## src/rtl/disp_ram_arbiter_if.sv

```systemverilog
// Requester, read-return and RAM-side signals of the display RAM scheduler.
interface disp_ram_arbiter_if #(
   parameter int ADDR_W = 13,
   parameter int DATA_W = 8
);
   logic              cap_wr_valid;
   logic [ADDR_W-1:0] cap_wr_addr;
   logic [DATA_W-1:0] cap_wr_data;
   logic              line_req;
   logic [7:0]        line_num;
   logic              line_busy;
   logic              line_rd_valid;
   logic [5:0]        line_rd_idx;
   logic [DATA_W-1:0] line_rd_data;
   logic              line_done;
   logic              ss_req_valid;
   logic [ADDR_W-1:0] ss_req_addr;
   logic              ss_req_ready;
   logic              ss_rd_valid;
   logic [DATA_W-1:0] ss_rd_data;
   logic [ADDR_W-1:0] ram_addr;
   logic [DATA_W-1:0] ram_data;
   logic              ram_wren;
   logic [DATA_W-1:0] ram_q;

   modport master (
      output cap_wr_valid, cap_wr_addr, cap_wr_data, line_req, line_num,
             ss_req_valid, ss_req_addr, ram_q,
      input  line_busy, line_rd_valid, line_rd_idx, line_rd_data, line_done,
             ss_req_ready, ss_rd_valid, ss_rd_data, ram_addr, ram_data, ram_wren
   );

   modport slave (
      input  cap_wr_valid, cap_wr_addr, cap_wr_data, line_req, line_num,
             ss_req_valid, ss_req_addr, ram_q,
      output line_busy, line_rd_valid, line_rd_idx, line_rd_data, line_done,
             ss_req_ready, ss_rd_valid, ss_rd_data, ram_addr, ram_data, ram_wren
   );
endinterface

```

## src/rtl/disp_ram_arbiter.sv

```systemverilog
// Single-port display RAM scheduler: capture FIFO, line prefetch and screenshot reads.
// ram_* one cycle after grant, read data 1+RD_LAT cycles after grant; only screenshots see backpressure.
module disp_ram_arbiter #(
   parameter int ADDR_W     = 13,
   parameter int DATA_W     = 8,
   parameter int LINE_BYTES = 40,
   parameter int LINES      = 144,
   parameter int CAP_DEPTH  = 4,
   parameter int RD_LAT     = 1
) (
   input logic               pixel_clk,
   input logic               rst,
   disp_ram_arbiter_if.slave bus
);
   localparam int PTR_W = $clog2(CAP_DEPTH);
   localparam int CNT_W = PTR_W + 1;
   localparam logic [CNT_W-1:0] CAP_FULL = CNT_W'(CAP_DEPTH);
   localparam logic [5:0]       LAST_IDX = 6'(LINE_BYTES - 1);
   localparam logic [7:0]       LINE_LIM = 8'(LINES);
   localparam logic [0:0]       IDLE     = 1'b0;
   localparam logic [0:0]       FETCH    = 1'b1;

   logic [ADDR_W-1:0] fifo_addr [CAP_DEPTH];
   logic [DATA_W-1:0] fifo_data [CAP_DEPTH];
   logic [PTR_W-1:0]  wr_ptr, rd_ptr;
   logic [CNT_W-1:0]  fifo_cnt;
   logic              fifo_full, fifo_empty;

   logic [0:0]        state;
   logic [ADDR_W-1:0] base;
   logic [5:0]        idx;
   logic              issued_all;
   logic              fetch_issue;

   logic              gnt_cap, gnt_line, gnt_ss;

   logic              tag_vld  [RD_LAT+1];
   logic              tag_ss   [RD_LAT+1];
   logic              tag_last [RD_LAT+1];
   logic [5:0]        tag_idx  [RD_LAT+1];

   logic [ADDR_W-1:0] ram_addr_r;
   logic [DATA_W-1:0] ram_data_r;
   logic              ram_wren_r;
   logic              line_vld, ss_vld, line_done_i;

   assign fifo_full   = (fifo_cnt == CAP_FULL);
   assign fifo_empty  = (fifo_cnt == '0);
   assign fetch_issue = (state == FETCH) && !issued_all;

   // A full FIFO must drain this cycle: the capture side cannot be stalled.
   assign gnt_cap  = fifo_full || (!fetch_issue && !fifo_empty);
   assign gnt_line = fetch_issue && !fifo_full;
   assign gnt_ss   = bus.ss_req_valid && !rst && !gnt_cap && !gnt_line;

   always_ff @(posedge pixel_clk) begin
      if (bus.cap_wr_valid) begin
         fifo_addr[wr_ptr] <= bus.cap_wr_addr;
         fifo_data[wr_ptr] <= bus.cap_wr_data;
      end
   end

   always_ff @(posedge pixel_clk) begin
      if (rst) begin
         wr_ptr     <= '0;
         rd_ptr     <= '0;
         fifo_cnt   <= '0;
         state      <= IDLE;
         base       <= '0;
         idx        <= '0;
         issued_all <= 1'b0;
         ram_addr_r <= '0;
         ram_data_r <= '0;
         ram_wren_r <= 1'b0;
      end else begin
         if (bus.cap_wr_valid) wr_ptr <= wr_ptr + PTR_W'(1);
         if (gnt_cap)          rd_ptr <= rd_ptr + PTR_W'(1);
         fifo_cnt <= fifo_cnt + CNT_W'(bus.cap_wr_valid) - CNT_W'(gnt_cap);

         ram_wren_r <= gnt_cap;
         if (gnt_cap) begin
            ram_addr_r <= fifo_addr[rd_ptr];
            ram_data_r <= fifo_data[rd_ptr];
         end else if (gnt_line) begin
            ram_addr_r <= base + ADDR_W'(idx);
         end else if (gnt_ss) begin
            ram_addr_r <= bus.ss_req_addr;
         end

         case (state)
            IDLE: begin
               if (bus.line_req && (bus.line_num < LINE_LIM)) begin
                  state      <= FETCH;
                  base       <= ADDR_W'(bus.line_num) * ADDR_W'(LINE_BYTES);
                  idx        <= '0;
                  issued_all <= 1'b0;
               end
            end
            FETCH: begin
               if (gnt_line) begin
                  idx <= idx + 6'd1;
                  if (idx == LAST_IDX) issued_all <= 1'b1;
               end
               // Busy stays up until the last byte has actually been returned.
               if (line_done_i) state <= IDLE;
            end
            default: state <= IDLE;
         endcase
      end
   end

   always_ff @(posedge pixel_clk) begin
      if (rst) begin
         for (int k = 0; k <= RD_LAT; k++) begin
            tag_vld[k]  <= 1'b0;
            tag_ss[k]   <= 1'b0;
            tag_last[k] <= 1'b0;
            tag_idx[k]  <= '0;
         end
      end else begin
         tag_vld[0]  <= gnt_line || gnt_ss;
         tag_ss[0]   <= gnt_ss;
         tag_last[0] <= gnt_line && (idx == LAST_IDX);
         tag_idx[0]  <= gnt_line ? idx : 6'd0;
         for (int k = 1; k <= RD_LAT; k++) begin
            tag_vld[k]  <= tag_vld[k-1];
            tag_ss[k]   <= tag_ss[k-1];
            tag_last[k] <= tag_last[k-1];
            tag_idx[k]  <= tag_idx[k-1];
         end
      end
   end

   assign line_vld    = tag_vld[RD_LAT] && !tag_ss[RD_LAT];
   assign ss_vld      = tag_vld[RD_LAT] && tag_ss[RD_LAT];
   assign line_done_i = line_vld && tag_last[RD_LAT];

   assign bus.line_busy     = (state == FETCH);
   assign bus.line_rd_valid = line_vld;
   assign bus.line_rd_idx   = line_vld ? tag_idx[RD_LAT] : 6'd0;
   assign bus.line_rd_data  = line_vld ? bus.ram_q : '0;
   assign bus.line_done     = line_done_i;
   assign bus.ss_req_ready  = gnt_ss;
   assign bus.ss_rd_valid   = ss_vld;
   assign bus.ss_rd_data    = ss_vld ? bus.ram_q : '0;
   assign bus.ram_addr      = ram_addr_r;
   assign bus.ram_data      = ram_data_r;
   assign bus.ram_wren      = ram_wren_r;
endmodule
```

## src/flat_wrapper.sv

```systemverilog
// flat-port wrapper written by rule: the top's interface ports become plain ports
module disp_ram_arbiter_flat 
#(
   parameter int ADDR_W     = 13,
   parameter int DATA_W     = 8,
   parameter int LINE_BYTES = 40,
   parameter int LINES      = 144,
   parameter int CAP_DEPTH  = 4,
   parameter int RD_LAT     = 1
)
  (pixel_clk, rst, bus_cap_wr_valid, bus_cap_wr_addr, bus_cap_wr_data, bus_line_req, bus_line_num, bus_ss_req_valid, bus_ss_req_addr, bus_ram_q, bus_line_busy, bus_line_rd_valid, bus_line_rd_idx, bus_line_rd_data, bus_line_done, bus_ss_req_ready, bus_ss_rd_valid, bus_ss_rd_data, bus_ram_addr, bus_ram_data, bus_ram_wren);
  disp_ram_arbiter_if #(.ADDR_W(ADDR_W), .DATA_W(DATA_W)) bus_i ();
  input logic pixel_clk;
  input logic rst;
  input wire logic [$bits(bus_i.cap_wr_valid)-1:0] bus_cap_wr_valid;
  input wire logic [$bits(bus_i.cap_wr_addr)-1:0] bus_cap_wr_addr;
  input wire logic [$bits(bus_i.cap_wr_data)-1:0] bus_cap_wr_data;
  input wire logic [$bits(bus_i.line_req)-1:0] bus_line_req;
  input wire logic [$bits(bus_i.line_num)-1:0] bus_line_num;
  input wire logic [$bits(bus_i.ss_req_valid)-1:0] bus_ss_req_valid;
  input wire logic [$bits(bus_i.ss_req_addr)-1:0] bus_ss_req_addr;
  input wire logic [$bits(bus_i.ram_q)-1:0] bus_ram_q;
  output wire logic [$bits(bus_i.line_busy)-1:0] bus_line_busy;
  output wire logic [$bits(bus_i.line_rd_valid)-1:0] bus_line_rd_valid;
  output wire logic [$bits(bus_i.line_rd_idx)-1:0] bus_line_rd_idx;
  output wire logic [$bits(bus_i.line_rd_data)-1:0] bus_line_rd_data;
  output wire logic [$bits(bus_i.line_done)-1:0] bus_line_done;
  output wire logic [$bits(bus_i.ss_req_ready)-1:0] bus_ss_req_ready;
  output wire logic [$bits(bus_i.ss_rd_valid)-1:0] bus_ss_rd_valid;
  output wire logic [$bits(bus_i.ss_rd_data)-1:0] bus_ss_rd_data;
  output wire logic [$bits(bus_i.ram_addr)-1:0] bus_ram_addr;
  output wire logic [$bits(bus_i.ram_data)-1:0] bus_ram_data;
  output wire logic [$bits(bus_i.ram_wren)-1:0] bus_ram_wren;
  assign bus_i.cap_wr_valid = bus_cap_wr_valid;
  assign bus_i.cap_wr_addr = bus_cap_wr_addr;
  assign bus_i.cap_wr_data = bus_cap_wr_data;
  assign bus_i.line_req = bus_line_req;
  assign bus_i.line_num = bus_line_num;
  assign bus_i.ss_req_valid = bus_ss_req_valid;
  assign bus_i.ss_req_addr = bus_ss_req_addr;
  assign bus_i.ram_q = bus_ram_q;
  assign bus_line_busy = bus_i.line_busy;
  assign bus_line_rd_valid = bus_i.line_rd_valid;
  assign bus_line_rd_idx = bus_i.line_rd_idx;
  assign bus_line_rd_data = bus_i.line_rd_data;
  assign bus_line_done = bus_i.line_done;
  assign bus_ss_req_ready = bus_i.ss_req_ready;
  assign bus_ss_rd_valid = bus_i.ss_rd_valid;
  assign bus_ss_rd_data = bus_i.ss_rd_data;
  assign bus_ram_addr = bus_i.ram_addr;
  assign bus_ram_data = bus_i.ram_data;
  assign bus_ram_wren = bus_i.ram_wren;
  disp_ram_arbiter #(.ADDR_W(ADDR_W), .DATA_W(DATA_W), .LINE_BYTES(LINE_BYTES), .LINES(LINES), .CAP_DEPTH(CAP_DEPTH), .RD_LAT(RD_LAT)) u_core (.pixel_clk(pixel_clk), .rst(rst), .bus(bus_i));
endmodule
```

## config.mk

```make
export PLATFORM = sky130hd
export DESIGN_NAME = disp_ram_arbiter_flat
export DESIGN_NICKNAME = d
export VERILOG_FILES = /design/src/rtl/disp_ram_arbiter_if.sv /design/src/rtl/disp_ram_arbiter.sv /design/src/flat_wrapper.sv
export SDC_FILE = /design/constraint.sdc
export NUM_CORES = 1
export LEC_CHECK = 0
export CORE_AREA = 10 10 121 123
export CTS_CLUSTER_SIZE = 10
export DETAILED_ROUTE_END_ITERATION = 8
export DIE_AREA = 0 0 131 133
export HOLD_SLACK_MARGIN = 0.1
export PLACE_DENSITY_LB_ADDON = 0.12
export REMOVE_ABC_BUFFERS = 1
export SLEW_MARGIN = 10
export SYNTH_ARGS = -nofsm -noshare
export SYNTH_HDL_FRONTEND = slang
export SYNTH_SLANG_ARGS = --single-unit
```

## constraint.sdc

```tcl
create_clock -name pixel_clk -period 2.51 [get_ports pixel_clk]
set_clock_uncertainty 0.05 [all_clocks]
set_input_delay 0.6275 -clock pixel_clk [delete_from_list [all_inputs] [get_ports pixel_clk]]
set_output_delay 0.6275 -clock pixel_clk [all_outputs]
set_load 0.005 [all_outputs]
```

==> metrics list, run 1 <==
* Worst reg2reg path startpoint: u_core.fifo_cnt[0]
- Relative slew slack: 0.505
- Summing all placed instances gives a cell area of 7740 um^2.
- Pwr dens: just over 900 nW/um^2
- Main combinational cell family by area after synthesis: simple AND/OR/NAND/NOR gates
- Die H: between 100 and 150 um
- Biggest cell delay along the critical path: approximately 500 ps
* Post-CTS setup repair buffer count: 0
- Area growth syn-to-layout: 30.6%
- Detail Placement HPWL: between 10 and 15 mm
- In this run the critical register-to-register path is captured at u_core.fifo_cnt[2].
- The floorplan has 41 rows.
* Total of flip-flops plus latches after synthesis: ~150
- The number of global-route vias before repair came to roughly 4.5k.
- Summed over all cells, the static leakage comes to 3.03 nW.
- Type of origin of the critical path: primary input
- Routed via count: ~4.4k
- Required time of the critical path: around 1800 ps
- The repair_antennas step left the layout with diodes totalling 0.
- Initial Utilization: 0.516
- At the later pin of the worst-skew pair, clock insertion delay measures between 400 and 500 ps.
- Summed over all layers, the routed wires come to ~14 mm.
- Placeable core region: approximately 12000 um^2
* CP cell instances: clkdlybuf4s50_1 > and3_1 > clkdlybuf4s50_1
* Endpoint of the most critical setup path: bus_ss_rd_data[3]
- In the routed design, unresolved DRC markers number 0.
- The worst setup path is captured at an output port.
* Number of instances in the synthesized netlist: about 500
- Averaged over all synthesized cells, the footprint is between 10 and 15 um^2.
- Clock-pin slew was measured on the worst setup and hold paths at 50 ps.
- Share of the cycle needed by the critical path after routing: 0.984
- Worst R2R Path Depth: 10
- The most numerous cell type found on the critical path is clkdlybuf4s50_1.
- edfxtp_1 takes more of the synthesized area than any other cell.
* Average wire per standard cell: 17.6 um
- Global-route wire length before repair: 22.8 mm
- TritonCTS built the clock tree.
- Synth Area in XOR/XNOR: 0.0151
- For this run the aggregate overflow at the end of global routing stands at 0.
- The hold violation total from the final report was 0.
- During synthesis, Yosys emitted a total of 0 warnings.
* Max Fclk: 0.405 GHz
* Sequential element share of the synthesized area: 0.606
* Commonest cells in the synthesized netlist: edfxtp_1 (84), dfxtp_1 (67), nand2_1 (51)
- In this run, synthesis inferred 84 flip-flops with an integrated enable.
* Die width: around 130 um
* Final max-slew violation count: 0
- Outcome: finished, final reports clean
- The routed design could run at a clock period as short as between 2000 and 2500 ps.
- # nets final: about 700
* Number of buffers between clock root and the deepest sink: 2
- Layout cells sized above 1: 0.138
- Max Cap Violations: 0
- Across the whole layout, storage elements account for slightly below 4000 um^2.
- All-Layer GR Usage: 0.167
- Share of cell area taken by muxes after synthesis: 0.0789
- Share of the synthesized area in the top cell type: 0.395
- Counting the buffers created by CTS gives 17.
- Remaining number of nets flagged by the antenna check after routing: 0
- Most numerous cell in the Yosys netlist: edfxtp_1
* Cell variety after synth: 48
- Mapped Area: between 6000 and 7000 um^2
* Share of synthesized registers carrying an async set or reset: 0
- The tightest min-delay check is of the reg -> reg type.
- Layout filler cell count: around 900
* Arrival time of data at the critical path endpoint: 1790 ps
- Die area: 17400 um^2
- The worst path meets setup with about 40 ps of slack.
- Clock sinks: 151
* Library cell used as clock root buffer: clkbuf_16
- The pre-antenna-repair detailed-routing pass consisted of 4 iterations.
- Ports: 104
- End-of-flow core utilization: 0.674
- Maximum resistive drop on vdd: 0.559 mV
- Setup repair after global routing left no endpoint under its margin.
- Setup violations remaining at the end of the flow were counted as 0.
* Class of the most critical setup path: in -> out
- Adder-cell share of the synthesized area: 0.0526
- With fillers left out, the area of the finished cells amounts to about 8300 um^2.
- Critical Path Fanout Max: 2
* Dominant synthesized flop cell: edfxtp_1
- Complex-gate fraction of the synthesized area: 0.0802
- Starting DRT DRC Count: about 210
* Via/cell ratio: 5.36
* Area contributors post-synth: edfxtp_1 (40%), dfxtp_1 (21%), mux4_2 (7.4%)
- The setup check on the worst reg-to-reg path leaves a slack of ~280 ps.
- Maximum number of pins on one net before global-route repair: 60
- Worst setup path startpoint: bus_ram_q[3]
* Number of antenna violations at the first check in global routing: 0
- Actual slew at the worst max-slew pin: approximately 740 ps
* Simple-gate area share of the yosys netlist: 0.140
* Count of buffers from port buffering: ~100
- The clock tree synthesis step divided the H-tree into 4 levels.
- Worst-path cell with the longest stage delay: clkdlybuf4s50_1
- Timing analysis after detailed placement gives a worst setup slack of -248 ps.
- Final estimated routing congestion in global placement: 0.873
* Area of the multi-input gates: 2350 um^2
through the flow:
| stage | setup TNS, ps | hold WS [ps] | cells | power, mW |
|---|---|---|---|---|
| 4_1_cts | 0 | 388 | 811 | 7.62 |
| 3_3_place_gp | -399 | 373 | 781 | 5.10 |
| 6_report | 0 | 387 | 812 | 7.55 |
| 3_5_place_dp | -628 | 375 | 781 | 5.17 |
| 5_1_grt | 0 | 398 | 812 | 7.92 |
| 2_1_floorplan | -1510 | 364 | 478 | 4.20 |
worst max-delay path: cells and delay by family:
kind / cells / cell delay [ps]
simple gates: 1 / 160
buf+inv: 2 / 1000
routing by layer:
| layer | track usage | wire, um | up-vias |
|---|---|---|---|
| li1 | - | - | 2093 |
| met1 | 0.201 | 6070 | 2104 |
| met2 | 0.277 | 7020 | 127 |
| met3 | 0.0443 | 916 | 26 |
| met4 | 0.0667 | 274 | 0 |
| met5 | 0 | 0 | - |
power breakdown:
part,switching [mW],internal (mW)
combinational,0.881,1.02
clock,0.909,1.54
sequential,0.292,2.91
total,2.08,5.47
worst min-delay path by stage:
stage | endpoint | startpoint | cells past startpoint
2_1_floorplan | u_core.tag_idx[0][10] | u_core.tag_idx[0][4] | 1
3_3_place_gp | u_core.tag_last[0][1] | u_core.tag_last[0][0] | 1
3_5_place_dp | u_core.tag_last[0][1] | u_core.tag_last[0][0] | 1
4_1_cts | u_core.tag_last[0][1] | u_core.tag_last[0][0] | 1
5_1_grt | u_core.tag_ss[0][1] | u_core.tag_ss[0][0] | 1
6_report | u_core.tag_vld[0][1] | u_core.tag_vld[0][0] | 1
sequential cells by signal (all words and copies together), names as in the netlist, named ones only:
name	cells
u_core.bus.ram_wren	1
u_core.bus.line_busy	1
u_core.idx	6
u_core.bus.ram_addr	13
u_core.bus.ram_data	8
u_core.fifo_addr	52
u_core.wr_ptr	2
u_core.fifo_data	32
u_core.rd_ptr	2
u_core.fifo_cnt	3
u_core.base	10
u_core.tag_vld	2
u_core.issued_all	1
u_core.tag_ss	2
u_core.tag_last	2
u_core.tag_idx	12
cell families (layout without fill, tap and decap cells):
kind of cell,count (synthesis),in the layout
adders and majority gates,25,25
xor gates and xnor gates,11,11
muxes,24,24
and+or+nand+nor,177,177
buffers and inverters,37,175
DFF,151,151
AOI/OAI and AO/OA,77,77
cell usage in the layout, fill, tap and decap left out, drive strengths merged, types with 4 or more instances in the layout:
cell type	instances
nor3	14
mux4	21
nand3b	4
and3	10
clkinv	6
edfxtp	84
ha	22
xnor2	8
clkbuf	19
a21oi	26
dfxtp	67
clkdlybuf4s50	101
o211ai	5
inv	13
nand2	51
and2	25
nor3b	5
nor2	35
a311oi	12
a211o	5
buf	30
nand3	7
o21ai	15
nor2b	12
o21a	4
layout make-up:
type	instances	area share
Clock buffer	19	0.0520
Clock inverter	11	0.0161
Tap cell	172	0.0258
Sequential cell	151	0.464
Inverter	13	0.00586
Multi-Input combinational cell	314	0.282
Timing Repair Buffer	132	0.154
repair_timing:
| item | 4_1_cts | 5_1_grt |
|---|---|---|
| endpoints found under the setup margin | 16 | 15 |
| hold endpoints to repair | 0 | 0 |
| hold buffers | 0 | 0 |
| cloned | 0 | 1 |
| resized for setup | 3 | 6 |
No activity file was read; power rests on OpenSTA's default activity.
==> run 2: changes to the inputs <==
--- a/config.mk
+++ b/config.mk
@@ -5,13 +5,15 @@
 export SDC_FILE = /design/constraint.sdc
 export NUM_CORES = 1
 export LEC_CHECK = 0
-export CORE_AREA = 10 10 121 123
+export CORE_AREA = 10 10 119 121
+export CTS_BUF_LIST = sky130_fd_sc_hd__clkbuf_8
 export CTS_CLUSTER_SIZE = 10
 export DETAILED_ROUTE_END_ITERATION = 8
-export DIE_AREA = 0 0 131 133
+export DIE_AREA = 0 0 129 131
 export HOLD_SLACK_MARGIN = 0.1
 export PLACE_DENSITY_LB_ADDON = 0.12
 export REMOVE_ABC_BUFFERS = 1
+export SKIP_LAST_GASP = 1
 export SLEW_MARGIN = 10
 export SYNTH_ARGS = -nofsm -noshare
 export SYNTH_HDL_FRONTEND = slang
==> run 2 against run 1 <==
Against the previous run: first-iteration DRC count grew 35%; utilization grew 1.6 points; critical path depth is the same; critical path type unchanged; critical endpoint is now bus_ss_rd_data[0].
==> metrics list, run 2 (same netlist as run 1, synthesis figures left out) <==
- The maximum resistive drop on vdd was 0.438 mV (was 0.559 mV).
- Global-route wire length before repair: 22.2 mm (was 22.8 mm)
- Number of iterations in the first detailed-routing pass: 4 (unchanged)
* Class of the most critical setup path: in -> out (unchanged)
- The average wire per cell in the routed design is 17.7 um (was 17.6 um).
- The number of H-tree branching levels came to 4 (unchanged).
- The global placer's final weighted congestion is 0.821 (was 0.873).
* Worst hold margin: 386 ps (was 387 ps)
- The number of diodes added for antenna fixing was 0 (unchanged).
- The final number of setup-violating endpoints was 0 (unchanged).
* Routed via count: 4335 (was 4350)
* Critical Path Fanout Max: 2 (unchanged)
- The hold violation total from the final report is 0 (unchanged).
- The required time of the worst setup path is 1830 ps (about the same).
* Max Fclk: 0.409 GHz (was 0.405 GHz)
- Outcome: finished, final reports clean (unchanged).
- The relative slew slack came to 0.575 (was 0.505).
- The post-route fraction of the period consumed by the critical path is 0.974 (was 0.984).
- The number of hold buffers added after cts came to 0 (unchanged).
- Worst-path cell with the longest stage delay: clkdlybuf4s50_1 (unchanged)
- Clock slew at reported path FFs: 70 ps (was 50 ps)
* Unrepaired setup endpoints after global routing: yes (was no)
- The endpoint kind of the worst setup timing path was an output port (unchanged).
* Die area: 16900 um^2 (was 17400 um^2)
* Ports: 104 (unchanged)
- Biggest cell delay along the critical path: 510 ps (was 500 ps)
* DR WL met2: 6.97 mm (was 7.02 mm)
* Layout cells sized above 1: 0.146 (was 0.138)
* Area of the multi-input gates: 2370 um^2 (was 2350 um^2)
* CP cell instances: clkdlybuf4s50_1 > and3_1 > clkdlybuf4s50_1 (unchanged)
- The signed area change from the synthesized netlist to the final layout was 27.8% (was 30.6%).
* Number of buffer and inverter instances along the worst setup path: 2 (unchanged)
* Total grt overflow: 0 (unchanged)
- Max Cap Violations: 0 (unchanged)
- Worst R2R Path Depth: 10 (unchanged)
- Type of origin of the critical path: primary input (unchanged)
- The final net count is 709 (unchanged).
- Number of antenna violations at the first check in global routing: 0 (unchanged)
- The row count came to 40 (was 41).
- Detailed-routed wire length on met3: 1.03 mm (was 916 um)
- Post-route total power: 6.95 mW (was 7.55 mW)
* Starting DRT DRC Count: 286 (was 212)
* Number of CTS-inserted buffers: 17 (unchanged)
- The number of vias per cell after detailed routing came to 5.49 (was 5.36).
- The family of cells with the greatest summed delay on the critical path is buffers and inverters (unchanged).
- Die H: 131 um (was 133 um)
- Detail Placement HPWL: 9.88 mm (was 10.1 mm)
- The core region area was 11800 um^2 (was 12400 um^2).
- Final max-slew violation count: 0 (unchanged)
* Commonest non-fill, non-tap cells in the layout: clkdlybuf4s50_1 (101), edfxtp_1 (84), dfxtp_1 (63), nand2_1 (50), nor2_1 (35) (was clkdlybuf4s50_1 (101), edfxtp_1 (84), dfxtp_1 (65), nand2_1 (51), nor2_1 (35))
- Clock sinks: 151 (unchanged)
* Number of buffers between clock root and the deepest sink: 2 (unchanged)
- The flip-flop count of the largest register, all copies and words added came to 52 (unchanged).
* All-Layer GR Usage: 0.169 (was 0.167)
- Pwr dens: 852 nW/um^2 (was 906 nW/um^2)
* Final Routed Wirelength: 14.0 mm (was 14.3 mm)
- The post-route DRC violation count came to 0 (unchanged).
* Kind of path behind the tightest hold check: reg -> reg (unchanged)
- TritonCTS clock tree: done (unchanged)
- Most numerous cell on the critical path: clkdlybuf4s50_1 (unchanged)
- The clock network latency to the later pin of the worst-skew pair came to 440 ps (was 420 ps).
- The clock root buffer is clkbuf_8 (was clkbuf_16).
* Area of all sequential standard cells: 3870 um^2 (about the same)
- Die width: 129 um (was 131 um)
* Crit path depth: 3 (unchanged)
- Cell count after placement: 755 (was 781)
- The effective utilization at floorplan came to 0.540 (was 0.516).
* Period minus WS final: 2440 ps (was 2470 ps)
* Remaining number of nets flagged by the antenna check after routing: 0 (unchanged)
- Via count of the first global-routing pass: 4271 (was 4526)
- Met1 Wirelength: 5.73 mm (was 6.07 mm)
- The number of filler cells placed in the layout is 858 (was 896).
- Count of buffers from port buffering: 103 (unchanged)
* Most common library cell in the layout ignoring fill and taps: clkdlybuf4s50_1 (unchanged)
- The hold-critical path depth is 1 (unchanged).
- The highest signal layer in the routed design was met4 (unchanged).
- Non-filler instance count after layout: 789 (was 812)
* Leakage component of the power: 2.98 nW (was 3.03 nW)
- The transition time of the tightest slew-check pin is 637 ps (was 741 ps).
* Sum of negative setup slack: 0 ps (unchanged)
- The register with the most flip-flops is u_core.fifo_addr (unchanged).
- The pin count of the biggest net entering global routing came to 44 (was 60).
- Arrival time of data at the critical path endpoint: 1770 ps (was 1790 ps)
-- run 2: where the power goes --
group	switching [mW]	internal, mW
clock	0.870	0.961
sequential	0.278	2.91
combinational	0.888	1.04
-- run 2: final timing paths --
check / from / endpoint / slack, ps
worst max-delay path: bus_ram_q[0] / bus_ss_rd_data[0] / 70
worst max register to register: u_core.fifo_cnt[0] / u_core.fifo_cnt[2] / 260
worst min-delay path: u_core.tag_idx[0][5] / u_core.tag_idx[0][11] / 390
worst min register to register: u_core.tag_idx[0][5] / u_core.tag_idx[0][11] / 390
-- run 2: metrics by stage --
| stage | utilization | cell area [um^2] | worst slack, ps |
|---|---|---|---|
| 2_1_floorplan | - | 6250 | -646 |
| 3_3_place_gp | 0.651 | 7690 | -184 |
| 3_5_place_dp | 0.651 | 7690 | -255 |
| 4_1_cts | 0.686 | 8110 | -23.9 |
| 5_1_grt | 0.690 | 8150 | -7.55 |
| 6_report | 0.690 | 8150 | 65.8 |
-- run 2: final cells by class --
type / instances / share of cell area
clock buffers: 20 / 0.0338
clock inverters: 12 / 0.0157
inverters: 13 / 0.00599
multi-input cells: 314 / 0.291
flip-flops and latches: 151 / 0.475
well taps: 147 / 0.0226
repair buffers: 132 / 0.156
-- run 2: per-layer routing --
layer	global-route usage	vias to the layer above
met3	0.0504	22
met2	0.286	134
met4	0.0682	0
met5	0	-
met1	0.198	2077
li1	-	2102
-- run 2: what timing repair did --
action | in CTS | in global routing
pin swaps | 1 | 1
gates resized for setup | 2 | 13
cloned | 0 | 1
setup buffers | 1 | 0
endpoints found under the setup margin | 16 | 16
==> edit 1: new RTL, config.mk and constraints of run 2 <==
`LINE_BYTES` is set to 40 in 2 places; all go to 30.
--- a/src/rtl/disp_ram_arbiter.sv
+++ b/src/rtl/disp_ram_arbiter.sv
@@ -4,5 +4,5 @@
    parameter int ADDR_W     = 13,
    parameter int DATA_W     = 8,
-   parameter int LINE_BYTES = 40,
+   parameter int LINE_BYTES = 30,
    parameter int LINES      = 144,
    parameter int CAP_DEPTH  = 4,
--- a/src/flat_wrapper.sv
+++ b/src/flat_wrapper.sv
@@ -4,5 +4,5 @@
    parameter int ADDR_W     = 13,
    parameter int DATA_W     = 8,
-   parameter int LINE_BYTES = 40,
+   parameter int LINE_BYTES = 30,
    parameter int LINES      = 144,
    parameter int CAP_DEPTH  = 4,
Formal check against the unedited RTL: not equivalent (Yosys sat finds a counterexample within 4 cycles, from zero or initial values and one cycle with rst high).
==> edit 1 against run 2 <==
Total power up 9.1%; the run now ends with setup timing left; sequential cell count up 2; setup slack worse by 0.49 ns; cell area up 13%; area after synthesis up 10%; final cell count up 14%; wire length up 17%; count of clock-buffer cells in the layout down 3; critical endpoint is now u_core.base[9]$_SDFFE_PP0P_; fmax down 17%.
==> edit 1: results <==
export IMPL_ys_types=55
export IMPL_grt_max_degree=72
export IMPL_max_stage_delay_ns=0.56
export IMPL_relSlewSlack_pct=52.5
export IMPL_sequentialPower_mw=3.26
export IMPL_cts_resized_gates=54
export IMPL_timing_setup_tns_ns=-1.50
export IMPL_seq_power_share_pct=43.0
export IMPL_status="finished, violations left"
export IMPL_seq_area_frac_synth_pct=55.5
export IMPL_grt_pass1_vias=5300
export IMPL_drt_iter0_markers=358
export IMPL_wl_mm=16.3
export IMPL_p_clk_mw=1.76
export IMPL_fillers=756
export IMPL_ir_worst_vdd_v=0.000680
export IMPL_gp_congestion=0.869
export IMPL_track_usage_pct=19.8
export IMPL_violations="setup timing"
export IMPL_netSwitchingFraction_pct=32.9
export IMPL_pre_cts_ws_ns=-1.40
export IMPL_clk_pin_slew_ns=0.09
export IMPL_synth_area_leaders="edfxtp_1 (36%), dfxtp_1 (20%), mux4_2 (6.7%)"
export IMPL_hold_ws_ns=0.391
export IMPL_cpLargestDelayFamily="adder cells"
export IMPL_slowest_stage="fa_2"
export IMPL_ys_warn_count=0
export IMPL_worst_slack_ns=-0.423
export IMPL_dp_hpwl_mm=11.7
export IMPL_setup_viol=7
export IMPL_clkLatencyLatePin_ns=0.46
export IMPL_layout_drive_gt1_share_pct=21.5
export IMPL_max_cap_violations=0
==> edit 1: path summary, 6_finish.rpt <==
path / from / to / cells past startpoint
setup / recovery: bus_line_num[2] / u_core.base[9]$_SDFFE_PP0P_ / 10
hold / removal: u_core.tag_idx[0][5]$_SDFF_PP0_ / u_core.tag_idx[0][11]$_SDFF_PP0_ / 1
hold reg to reg: u_core.tag_idx[0][5]$_SDFF_PP0_ / u_core.tag_idx[0][11]$_SDFF_PP0_ / 1
setup reg to reg: u_core.fifo_cnt[0]$_SDFF_PP0_ / u_core.fifo_cnt[2]$_SDFF_PP0_ / 11
==> edit 1: cell type report <==
| class | instances | area [µm²] | share of cell area (%) |
|---|---|---|---|
| inverters | 29 | 109 | 1.18 |
| well taps | 147 | 184 | 1.99 |
| multi-input cells | 373 | 3060 | 33.1 |
| clock buffers | 17 | 234 | 2.53 |
| repair buffers | 168 | 1590 | 17.2 |
| flip-flops and latches | 153 | 3910 | 42.3 |
| clock inverters | 15 | 149 | 1.61 |
==> edit 1: per-stage QoR <==
step	instance area, µm²	std cells
global placement	8600	859
floorplan	6920	555
global route	9240	902
finish	9240	902
detailed placement	8600	859
CTS	9170	898
==> edit 1: cell families after synthesis <==
logic type	synth area share [%]
flip-flops	55.5
adder cells (fa/ha/maj)	9.78
multiplexers	7.16
AO/OA/AOI/OAI	8.57
AND/OR/NAND/NOR	13.9
XOR/XNOR	1.99
buffers and inverters	3.18
==> edit 1: metal layers <==
metal | track usage [%] | vias to the layer above | part of all wire, %
met1 | 21.2 | 2460 | 38
met5 | 0 | - | 0
met3 | 4.75 | 30 | 4.2
met4 | 8.23 | 0 | 2.2
li1 | - | 2430 | -
met2 | 36.6 | 109 | 55
==> edit 2: new RTL, settings of run 2 <==
Made on the original files. One comparison of `idx` changes from == to >=.
--- a/src/rtl/disp_ram_arbiter.sv
+++ b/src/rtl/disp_ram_arbiter.sv
@@ -121,5 +121,5 @@
          tag_vld[0]  <= gnt_line || gnt_ss;
          tag_ss[0]   <= gnt_ss;
-         tag_last[0] <= gnt_line && (idx == LAST_IDX);
+         tag_last[0] <= gnt_line && (idx >= LAST_IDX);
          tag_idx[0]  <= gnt_line ? idx : 6'd0;
          for (int k = 1; k <= RD_LAT; k++) begin
Formal check against the unedited RTL: same outputs for any inputs over 4 cycles, from zero or initial values and one cycle with rst high; that may be too few to reach the edited logic, so the function may still have changed.
==> edit 2 against run 2 <==
Cell area increased by 1.8%; final cell count decreased by 0.38%; sequential share of layout area decreased by 0.84 points; wire length increased by 4.2%; area after synthesis about the same; via count about the same; clock power increased by 3%; synthesized cell count decreased by 3.4%; sequential cell count unchanged; count of clock-buffer cells in the layout decreased by 2; total power increased by 2.1%; die area unchanged; setup slack got worse by 0.024 ns; critical path type unchanged; largest cell class unchanged; highest routed layer unchanged.
==> edit 2: results <==
export IMPL_synth_compound_area_share_pct=8.54
export IMPL_rrSetupSlack_ns=0.14
export IMPL_synthAdderAreaFrac_pct=5.25
export IMPL_synthMuxAreaShare_pct=8.98
export IMPL_cts_resized_gates=7
export IMPL_grt_pass1_vias=4631
export IMPL_seq_area_frac_synth_pct=60.5
export IMPL_grt_pass1_wl_mm=23.4
export IMPL_drt_iter0_markers=226
export IMPL_synth_area_leaders="edfxtp_1 (40%), dfxtp_1 (21%), mux4_2 (7.4%)"
export IMPL_status="finished, final reports clean"
export IMPL_r2r_start="u_core.fifo_cnt[0]$_SDFF_PP0_"
export IMPL_synth_xor_xnor_area_share_pct=1.65
export IMPL_dp_hpwl_mm=10.6
export IMPL_grt_use_met2_pct=32.1
export IMPL_final_nets=706
export IMPL_met1_length_mm=5.89
export IMPL_synthTopCellsByCount="edfxtp_1 (84), dfxtp_1 (67), nor2_1 (33), and2_1 (26), nand2_1 (26)"
export IMPL_post_cts_buffers=2
export IMPL_p_switching_mw=2.11
export IMPL_hold_ws_ns=0.388
export IMPL_gp_congestion=0.870
export IMPL_pre_cts_ws_ns=-0.585
export IMPL_ir_worst_vdd_v=0.000522
export IMPL_syn_avg_cell_area_um2=13.2
export IMPL_ys_types=58
export IMPL_p_leak_nw=3.07
export IMPL_track_usage_pct=18.0
export IMPL_layout_drive_gt1_share_pct=17.5
export IMPL_dr_total_vias=4331
export IMPL_use_met3_pct=5.16
export IMPL_place_inst=751
export IMPL_worst_pin_slew_ns=0.691
export IMPL_startpoint="bus_ram_q[0]"
export IMPL_arrival_ns=1.79
export IMPL_viasPerCell=5.51
export IMPL_grt_max_degree=55
export IMPL_met3_wirelength_um=683
export IMPL_grt_met1_usage_pct=19.9
export IMPL_dr_pass1_iters=5
export IMPL_routedWlPerCell_um=18.5
-- edit 2: cell types whose count changed in the layout (fill, tap and decap cells not counted), sizes merged, moves of 5 or more --
| cell | change |
|---|---|
| or3 | +5 |
| mux2i | +7 |
| a311oi | -11 |
| a21oi | -5 |
| buf | +13 |
| nand2 | -24 |
-- edit 2: power groups by stage --
stage / clock [mW] / combinational [mW] / sequential, mW
detailed placement: 0 / 2.02 / 3.22
global route: 2.03 / 2.25 / 3.20
floorplan: 0 / 1.05 / 3.19
global placement: 0 / 1.95 / 3.21
finish: 1.88 / 2.05 / 3.16
CTS: 1.94 / 2.04 / 3.16
-- edit 2: layout make-up --
| type | count | area (µm²) |
|---|---|---|
| flip-flops and latches | 151 | 3870 |
| clock buffers | 18 | 248 |
| fillers | 899 | 3510 |
| clock inverters | 14 | 164 |
| repair buffers | 145 | 1380 |
| multi-input cells | 301 | 2410 |
| inverters | 10 | 37.5 |
| well taps | 147 | 184 |
